==> config.mk <==
export PLATFORM = sky130hd
export DESIGN_NAME = txpause_gate
export DESIGN_NICKNAME = d
export VERILOG_FILES = /design/src/rtl/txpause_gate.sv
export SDC_FILE = /design/constraint.sdc
export NUM_CORES = 1
export LEC_CHECK = 0
export BUFFER_PORTS_ARGS = -buffer_cell sky130_fd_sc_hd__buf_4
export CAP_MARGIN = 20
export CORE_MARGIN = 1
export CORE_UTILIZATION = 40
export DETAILED_ROUTE_END_ITERATION = 10
export HOLD_SLACK_MARGIN = 0.02
export PLACE_DENSITY = 0.64
export SLEW_MARGIN = 20
export SYNTH_ARGS = -nofsm -noshare
export SYNTH_HDL_FRONTEND = slang
export SYNTH_SLANG_ARGS = --single-unit
==> constraint.sdc <==
create_clock -name clk -period 2.6 [get_ports clk]
set_input_delay 0.26 -clock clk [delete_from_list [all_inputs] [get_ports clk]]
set_output_delay 0.26 -clock clk [all_outputs]
set_load 0.02 [all_outputs]
==> src/rtl/txpause_gate.sv <==
// TX pause gate: holds off new AXI-Stream frames while the link partner requests a pause,
// with a full-throughput output/skid register slice and saturating pause statistics.
module txpause_gate #(
    parameter int unsigned DATA_W = 64,
    parameter int unsigned KEEP_W = 8,
    parameter int unsigned CNT_W  = 32
) (
    input  logic              clk,
    input  logic              rst,
    input  logic              cfg_tx_pause_enable,
    input  logic              rx_pause_active,
    input  logic [DATA_W-1:0] s_axis_tdata,
    input  logic [KEEP_W-1:0] s_axis_tkeep,
    input  logic              s_axis_tvalid,
    input  logic              s_axis_tlast,
    input  logic              s_axis_tuser,
    output logic              s_axis_tready,
    output logic [DATA_W-1:0] m_axis_tdata,
    output logic [KEEP_W-1:0] m_axis_tkeep,
    output logic              m_axis_tvalid,
    output logic              m_axis_tlast,
    output logic              m_axis_tuser,
    input  logic              m_axis_tready,
    output logic              tx_paused,
    input  logic              stat_clear,
    output logic [CNT_W-1:0]  stat_pause_events,
    output logic [CNT_W-1:0]  stat_paused_cycles
);

    typedef enum logic [1:0] {
        S_IDLE   = 2'd0,
        S_FRAME  = 2'd1,
        S_PAUSED = 2'd2
    } state_t;

    typedef struct packed {
        logic [DATA_W-1:0] data;
        logic [KEEP_W-1:0] keep;
        logic              last;
        logic              user;
    } beat_t;

    state_t           state_q, state_d;
    logic             pause_req_q, pause_req_d;
    beat_t            out_q, out_d, skid_q, skid_d, in_beat;
    logic             out_valid_q, out_valid_d;
    logic             skid_valid_q, skid_valid_d;
    logic [CNT_W-1:0] events_q, events_d;
    logic [CNT_W-1:0] cycles_q, cycles_d;
    logic             gate_open;
    logic             accept;
    logic             out_ready;

    // Gate only closes between frames; the skid entry must be free to take a beat.
    assign gate_open     = (state_q == S_FRAME) || ((state_q == S_IDLE) && !pause_req_q);
    assign s_axis_tready = gate_open && !skid_valid_q && !rst;
    assign accept        = s_axis_tvalid && s_axis_tready;
    assign in_beat       = '{data: s_axis_tdata, keep: s_axis_tkeep,
                             last: s_axis_tlast, user: s_axis_tuser};

    always_comb begin
        state_d     = state_q;
        pause_req_d = rx_pause_active & cfg_tx_pause_enable;
        case (state_q)
            S_IDLE: begin
                if (pause_req_q) begin
                    state_d = S_PAUSED;
                end else if (accept && !s_axis_tlast) begin
                    state_d = S_FRAME;
                end
            end
            S_FRAME: begin
                if (accept && s_axis_tlast) begin
                    state_d = S_IDLE;
                end
            end
            S_PAUSED: begin
                if (!pause_req_q) begin
                    state_d = S_IDLE;
                end
            end
            default: state_d = S_IDLE;
        endcase
    end

    // Output register with one-entry skid; the skid refills the output first when it drains.
    always_comb begin
        out_d        = out_q;
        out_valid_d  = out_valid_q;
        skid_d       = skid_q;
        skid_valid_d = skid_valid_q;
        out_ready    = !out_valid_q || m_axis_tready;
        if (out_ready) begin
            if (skid_valid_q) begin
                out_d        = skid_q;
                out_valid_d  = 1'b1;
                skid_valid_d = 1'b0;
            end else begin
                out_valid_d = accept;
                if (accept) begin
                    out_d = in_beat;
                end
            end
        end else if (accept) begin
            skid_d       = in_beat;
            skid_valid_d = 1'b1;
        end
    end

    // Saturating statistics; clear wins over a same-cycle increment.
    always_comb begin
        events_d = events_q;
        cycles_d = cycles_q;
        if (stat_clear) begin
            events_d = '0;
            cycles_d = '0;
        end else begin
            if ((state_q == S_IDLE) && (state_d == S_PAUSED) && (events_q != '1)) begin
                events_d = events_q + CNT_W'(1);
            end
            if ((state_q == S_PAUSED) && (cycles_q != '1)) begin
                cycles_d = cycles_q + CNT_W'(1);
            end
        end
    end

    always_ff @(posedge clk) begin
        if (rst) begin
            state_q      <= S_IDLE;
            pause_req_q  <= 1'b0;
            out_q        <= '0;
            out_valid_q  <= 1'b0;
            skid_q       <= '0;
            skid_valid_q <= 1'b0;
            events_q     <= '0;
            cycles_q     <= '0;
        end else begin
            state_q      <= state_d;
            pause_req_q  <= pause_req_d;
            out_q        <= out_d;
            out_valid_q  <= out_valid_d;
            skid_q       <= skid_d;
            skid_valid_q <= skid_valid_d;
            events_q     <= events_d;
            cycles_q     <= cycles_d;
        end
    end

    assign m_axis_tdata       = out_q.data;
    assign m_axis_tkeep       = out_q.keep;
    assign m_axis_tlast       = out_q.last;
    assign m_axis_tuser       = out_q.user;
    assign m_axis_tvalid      = out_valid_q;
    assign tx_paused          = (state_q == S_PAUSED);
    assign stat_pause_events  = events_q;
    assign stat_paused_cycles = cycles_q;

endmodule

# ---- Word level (Yosys, flattened, before mapping)
# Index checks and enable logic that the tools add are counted.
dict set report word_totals {
  reg_bits 217
  elab_cells 53
  latchBits 0
  inputBits 81
  output_inout_bits 141
  mem_bits_rw 0
  mem_count 0
  romBits 0
}
dict set report op_classes {
  bitwise_logic 2
  n_reduce_logical 22
  addsub 2
  shift 0
  mul 0
  div_mod_pow 0
  eq_ne 5
  n_mux 8
  order_cmp 0
}
# op n
set ops {}
lappend ops {{2-to-1 mux 74 bit} 2}
lappend ops {{adder 32 x 1 -> 32 bit, second input constant} 2}
lappend ops {{!= test 32 bit, second input constant} 2}
lappend ops {{logical AND 1 bit} 9}
lappend ops {{2-to-1 mux 2 bit} 4}
lappend ops {{one-hot mux 2 bit (3 select lines)} 1}
lappend ops {{logical NOT 1 bit} 5}
lappend ops {{equality test 2 bit, second input constant} 2}
lappend ops {{AND reduction 2 bit} 2}
lappend ops {{OR reduction 2 bit} 2}
lappend ops {{equality test 2 x 1 -> 1 bit, second input constant} 1}
lappend ops {{logical NOT 2 bit} 1}
lappend ops {{logical OR 1 bit} 2}
lappend ops {{nonzero test 2 bit} 1}
lappend ops {{bitwise AND 1 bit} 1}
lappend ops {{2-to-1 mux 1 bit} 1}
lappend ops {{NOT 1 bit} 1}

# ---- Longest topological paths before layout
dict set report depth {
  word_depth 13
  ltp_mapped 9
  depth_no_buf 6
}

# ---- Worst setup path before layout
# No wires, ideal clock.
dict set report synth_path {
  path_kind {reg2reg}
  startpoint {reg events_q[17], in the netlist stat_pause_events[17]}
  endpoint {reg events_q[30], in the netlist stat_pause_events[30]}
  t_arrival_ns 2.286
  path_stages_with_launch 7
  setup_slack_ns 0.243
  path_cell_list {dfxtp_1 nand4_2 or4_1 or4b_1 buf_2 or3_1 a21oi_1}
}
dict set report synth_via {
  elab_chain_cells 2
}
# element line
set synth_lines {}
lappend synth_lines {{start, declared} 48} ;# logic [CNT_W-1:0] events_q, events_d;
lappend synth_lines {{start signal, assigned} 144} ;# events_q <= events_d;
lappend synth_lines {{parallel branches: the longest is 2 deep, another holds adder 32 x 1 -> 32 bit} -}
# Parallel ways; which one is timed is not known.
# A chain may end at the register's enable or synchronous reset.

# ---- Final worst setup path
dict set report layout_path {
  startpoint {reg state_q[1]}
  endpoint {reg events_q[30], in the netlist stat_pause_events[30]}
}
dict set report layout_via {
  elab_chain_cells 13
}
# element line
set layout_lines {}
lappend layout_lines {{start, declared} 43} ;# state_t state_q, state_d;
lappend layout_lines {{start signal, assigned} 138} ;# state_q <= state_d;
lappend layout_lines {{logical NOT 2 bit} {55, 64, 118}}
lappend layout_lines {{logical AND 1 bit} 55} ;# assign gate_open = (state_q == S_FRAME) || ((state_q == S_IDLE) && !pause_req_q);
lappend layout_lines {{logical OR 1 bit} 55}
lappend layout_lines {{logical AND 1 bit (2 in a row)} 56} ;# assign s_axis_tready = gate_open && !skid_valid_q && !rst;
lappend layout_lines {{logical AND 1 bit} 57} ;# assign accept = s_axis_tvalid && s_axis_tready;
lappend layout_lines {{logical AND 1 bit} 68} ;# end else if (accept && !s_axis_tlast) begin
lappend layout_lines {{2-to-1 mux 2 bit} 68}
lappend layout_lines {{2-to-1 mux 2 bit} 66} ;# if (pause_req_q) begin
lappend layout_lines {{one-hot mux 2 bit (3 select lines)} 64} ;# case (state_q)
lappend layout_lines {{equality test 2 bit} 118} ;# if ((state_q == S_IDLE) && (state_d == S_PAUSED) && (events_q != '1)) begin
lappend layout_lines {{logical AND 1 bit (*) (2 in a row)} 118}
# Every way passes the cells marked *; elsewhere a longest branch is shown, timed or not.

==> results.py <==
metrics = {
    "status": {
        "run_status": "finished, final reports clean",
    },
    "worst_setup_path": {
        "maximum_fanout_count_along_the_critical_path": 7,
        "startpoint_type_of_the_worst_setup_path": "flop",
        "criticalPathCategory": "reg2reg",
        "crit_slowest_cell": "sky130_fd_sc_hd__or4b_1",
        "crit_cells": 5,
        "reg2regPathDepth": 5,
        "critPathBufInv": 0,
        "critPathArrivalTime_ns": 2.86,
        "top_cell_family_by_delay_on_the_critical_path": "simple AND/OR/NAND/NOR gates",
        "worst_ep_required_time_ns": 3.05,
        "worst_path_largest_cell_delay_ns": 0.60,
        "crit_chain": "or3b_1, or4_1, or4b_1, or3_1, a21oi_1",
        "end_kind": "flop",
    },
    "route": {
        "drt_wl_total_um": 25260,
        "first_pass_detailed_route_iteration_total": 5,
        "route.detailed.wl_per_inst_um": 15.26,
        "drt_drc_violations_left": 0,
        "total_number_of_vias": 8746,
        "ant_nets": 0,
        "avgViaCountPerCell": 5.285,
        "drtIter0Drc": 302,
    },
    "finish": {
        "drive_gt1_share_pct": 21.82,
        "final-seq-area_um2": 4348,
        "layout.nets": 1440,
        "syn2layout_area_growth_pct": 38.46,
        "utilization_pct": 57.27,
        "multiInputGateArea_um2": 4472,
        "num_antenna_cells": 0,
        "filler_cell_count": 1991,
    },
    "cts": {
        "clkSinkCount": 217,
        "clkTransAtPathRegs_ns": 0.06,
        "clock_tree.root_cell": "sky130_fd_sc_hd__clkbuf_16",
        "cts_tree": "done",
        "level_count_of_the_clock_h_tree": 1,
        "cts_resized": 0,
        "number_of_buffers_inserted_during_clock_tree_synthesis": 25,
        "clockBufferDepth": 3,
        "clk_latency_ns": 0.52,
    },
    "job": {
        "maxCapViolCount": 0,
    },
    "sta": {
        "timing.setup.tns_ns": 0,
        "final-setup-viol-count": 0,
        "final_max_slew_viol_count": 0,
        "max_freq_mhz": 416.3,
        "worstMarginPinSlew_ns": 1.019,
        "finalHoldViolCount": 0,
        "rsz0062_at_grt": "false",
        "final.setup_skew_ns": 0.01253,
        "slew_headroom_pct": 32.07,
        "min_period_over_period_pct": 92.40,
        "post-route-min-period_ns": 2.402,
    },
    "logic_synthesis": {
        "post_synthesis_instance_area_um2": 9138,
        "syn_area_per_cell_um2": 8.422,
        "yosys_cell_types": 44,
        "yosys.area_share.simple_pct": 22.11,
        "async_reset_ff_share_pct": 0,
        "synth-seq-area-share_pct": 47.54,
        "synth_xor_area_share_pct": 0.5751,
        "synth_fa_ha_area_share_pct": 0.2739,
        "synth_top_family_by_area": "simple AND/OR/NAND/NOR gates",
        "largest_cells_by_area_after_synthesis": "sky130_fd_sc_hd__dfxtp_1 48%, sky130_fd_sc_hd__mux2i_1 8.4%, sky130_fd_sc_hd__nand2_1 7.4%, sky130_fd_sc_hd__a21oi_1 6.5%, sky130_fd_sc_hd__a211oi_1 6.2%",
        "synth.largest_area_cell": "sky130_fd_sc_hd__dfxtp_1",
        "instance_count_of_the_mapped_netlist": 1085,
        "synth_compound_gate_area_share_pct": 17.32,
        "synth_enable_flop_cells": 0,
        "ys_ff_latch": 217,
        "yosys.area.top_type_share_pct": 47.54,
        "postSynth.topFlopCell": "sky130_fd_sc_hd__dfxtp_1",
        "muxShareOfSynthArea_pct": 8.435,
        "ys_warn_count": 0,
        "synth_fp_nets": 1168,
    },
    "pwr": {
        "power_density_relative_to_cell_area_nw_per_um2": 605.8,
        "totalPowerFinal_mw": 7.665,
        "vdd_ir_drop_max_uv": 483.4,
        "power.static_leakage_nw": 4.567,
    },
    "floorplanning": {
        "num_rows": 54,
        "num_io_pins": 222,
        "core_area_um2": 22090,
        "initial_cell_density_of_the_core_pct": 41.36,
        "die_h_um": 153.1,
        "dieArea_um2": 23450,
        "die_width_um": 153.1,
    },
    "placement": {
        "dp.final_hpwl_um": 16190,
        "place_congestion": 0.8547,
        "port-buffer-count": 221,
    },
    "global_route": {
        "grt-ovfl-total": 0,
        "grt_pass1_vias": 8232,
        "maximum_number_of_pins_on_one_net_before_global_route_repair": 99,
        "grt_first_pass_wirelength_um": 41220,
        "antenna_found_initial": 0,
        "track_usage_pct": 21.06,
    },
    "hold_path": {
        "hold_removal_path_class": "in2reg",
        "hold_depth": 3,
    },
}
==> where the power goes <==
part / switching (mW) / internal (mW) / total (mW)
Clock: 1.37 / 2.03 / 3.41
Sequential: 0.0562 / 3.42 / 3.48
Combinational: 0.411 / 0.366 / 0.777
==> per-stage QoR <==
stage               worst slack, ns  cell area [um2]  hold WS (ns)  instances
floorplan                    0.2431             9138        0.3738       1085
global placement             0.2594            11090        0.4407       1534
detailed placement           0.2105            11090        0.4463       1534
CTS                          0.1893            12650       0.02199       1655
global route                0.07578            12650       0.04579       1655
finish                       0.1977            12650       0.04207       1655
==> metal layers <==
metal,part of all wire (%),global-route usage [%],up-vias
li1,-,-,4426
met1,44,27.18,4062
met2,47,35.20,211
met3,6.3,4.962,47
met4,2.2,5.435,0
met5,0,0,-
==> worst register-to-register path, cell delays in order, from the launching register on <==
cell and delay, ns:
sky130_fd_sc_hd__dfxtp_1 0.35, sky130_fd_sc_hd__or3b_1 0.40, sky130_fd_sc_hd__or4_1 0.46, sky130_fd_sc_hd__or4b_1 0.60, sky130_fd_sc_hd__or3_1 0.38, sky130_fd_sc_hd__a21oi_1 0.15
==> timing repair <==
| action | in CTS | in global routing |
|---|---|---|
| hold buffers | 76 | 0 |
| endpoints found under the hold margin | 75 | 0 |
| setup buffers | 0 | 0 |
==> layout make-up <==
type,count,share of cell area [%]
Multi-Input combinational cell,779,35.34
Tap cell,280,2.769
Clock inverter,10,0.6527
Timing Repair Buffer,325,20.89
Sequential cell,217,34.37
Inverter,9,0.2670
Clock buffer,35,5.716
==> sequential cells by signal, summed over array words and instances (netlist names) <==
signal	flops
skid_q	74
stat_pause_events	32
m_axis_tkeep	8
state_q	2
pause_req_q	1
m_axis_tvalid	1
m_axis_tuser	1
stat_paused_cycles	32
m_axis_tdata	64
m_axis_tlast	1
skid_valid_q	1
==> cells by family (layout without fill, tap and decap cells) <==
logic type / after synthesis / in the layout
AND/OR/NAND/NOR: 433 / 433
flip-flops: 217 / 217
adder cells (fa/ha/maj): 2 / 2
AO/OA/AOI/OAI: 261 / 261
multiplexers: 77 / 77
buffers and inverters: 89 / 379
XOR/XNOR: 6 / 6
==> layout by cell type (no fill, tap or decap), types with 25 or more instances in the layout <==
cell | netlist | routed
sky130_fd_sc_hd__nand3_1 | 25 | 25
sky130_fd_sc_hd__mux2i_1 | 77 | 77
sky130_fd_sc_hd__a211oi_1 | 75 | 75
sky130_fd_sc_hd__o21ai_0 | 35 | 35
sky130_fd_sc_hd__a21oi_1 | 119 | 119
sky130_fd_sc_hd__dfxtp_1 | 217 | 216
sky130_fd_sc_hd__nor2_1 | 102 | 102
sky130_fd_sc_hd__dlygate4sd3_1 | 0 | 76
sky130_fd_sc_hd__or3_1 | 42 | 41
sky130_fd_sc_hd__nand2_1 | 181 | 181
sky130_fd_sc_hd__clkbuf_16 | 0 | 25
sky130_fd_sc_hd__buf_4 | 1 | 248
==> synthesized netlist by cell type, types with 2 or more instances <==
| cell | n |
|---|---|
| sky130_fd_sc_hd__nand2_1 | 181 |
| sky130_fd_sc_hd__o31a_1 | 3 |
| sky130_fd_sc_hd__and2_1 | 2 |
| sky130_fd_sc_hd__o31ai_1 | 12 |
| sky130_fd_sc_hd__dfxtp_1 | 217 |
| sky130_fd_sc_hd__nor3_1 | 11 |
| sky130_fd_sc_hd__a21oi_1 | 119 |
| sky130_fd_sc_hd__o41ai_1 | 2 |
| sky130_fd_sc_hd__and4_1 | 5 |
| sky130_fd_sc_hd__o21a_1 | 3 |
| sky130_fd_sc_hd__a211oi_1 | 75 |
| sky130_fd_sc_hd__buf_2 | 2 |
| sky130_fd_sc_hd__nand3_1 | 25 |
| sky130_fd_sc_hd__and3_1 | 3 |
| sky130_fd_sc_hd__xor2_1 | 4 |
| sky130_fd_sc_hd__o21ai_0 | 35 |
| sky130_fd_sc_hd__o211ai_1 | 6 |
| sky130_fd_sc_hd__nor2_1 | 102 |
| sky130_fd_sc_hd__ha_1 | 2 |
| sky130_fd_sc_hd__or4_1 | 15 |
| sky130_fd_sc_hd__nor4_1 | 10 |
| sky130_fd_sc_hd__clkbuf_1 | 66 |
| sky130_fd_sc_hd__xnor2_1 | 2 |
| sky130_fd_sc_hd__buf_1 | 10 |
| sky130_fd_sc_hd__or2_2 | 3 |
| sky130_fd_sc_hd__inv_1 | 9 |
| sky130_fd_sc_hd__a31oi_1 | 2 |
| sky130_fd_sc_hd__mux2i_1 | 77 |
| sky130_fd_sc_hd__o2111ai_1 | 2 |
| sky130_fd_sc_hd__nand4_1 | 22 |
| sky130_fd_sc_hd__or3_1 | 42 |
| sky130_fd_sc_hd__nand2b_1 | 4 |
==> worst paths after layout <==
check	start	to	slack, ns
min	stat_clear	stat_paused_cycles[25]	0.04
max	state_q[1]	stat_pause_events[30]	0.20
min reg2reg	skid_q[71]	skid_q[71]	0.45
max reg2reg	state_q[1]	stat_pause_events[30]	0.20
Power figures use the tool's default switching activity.
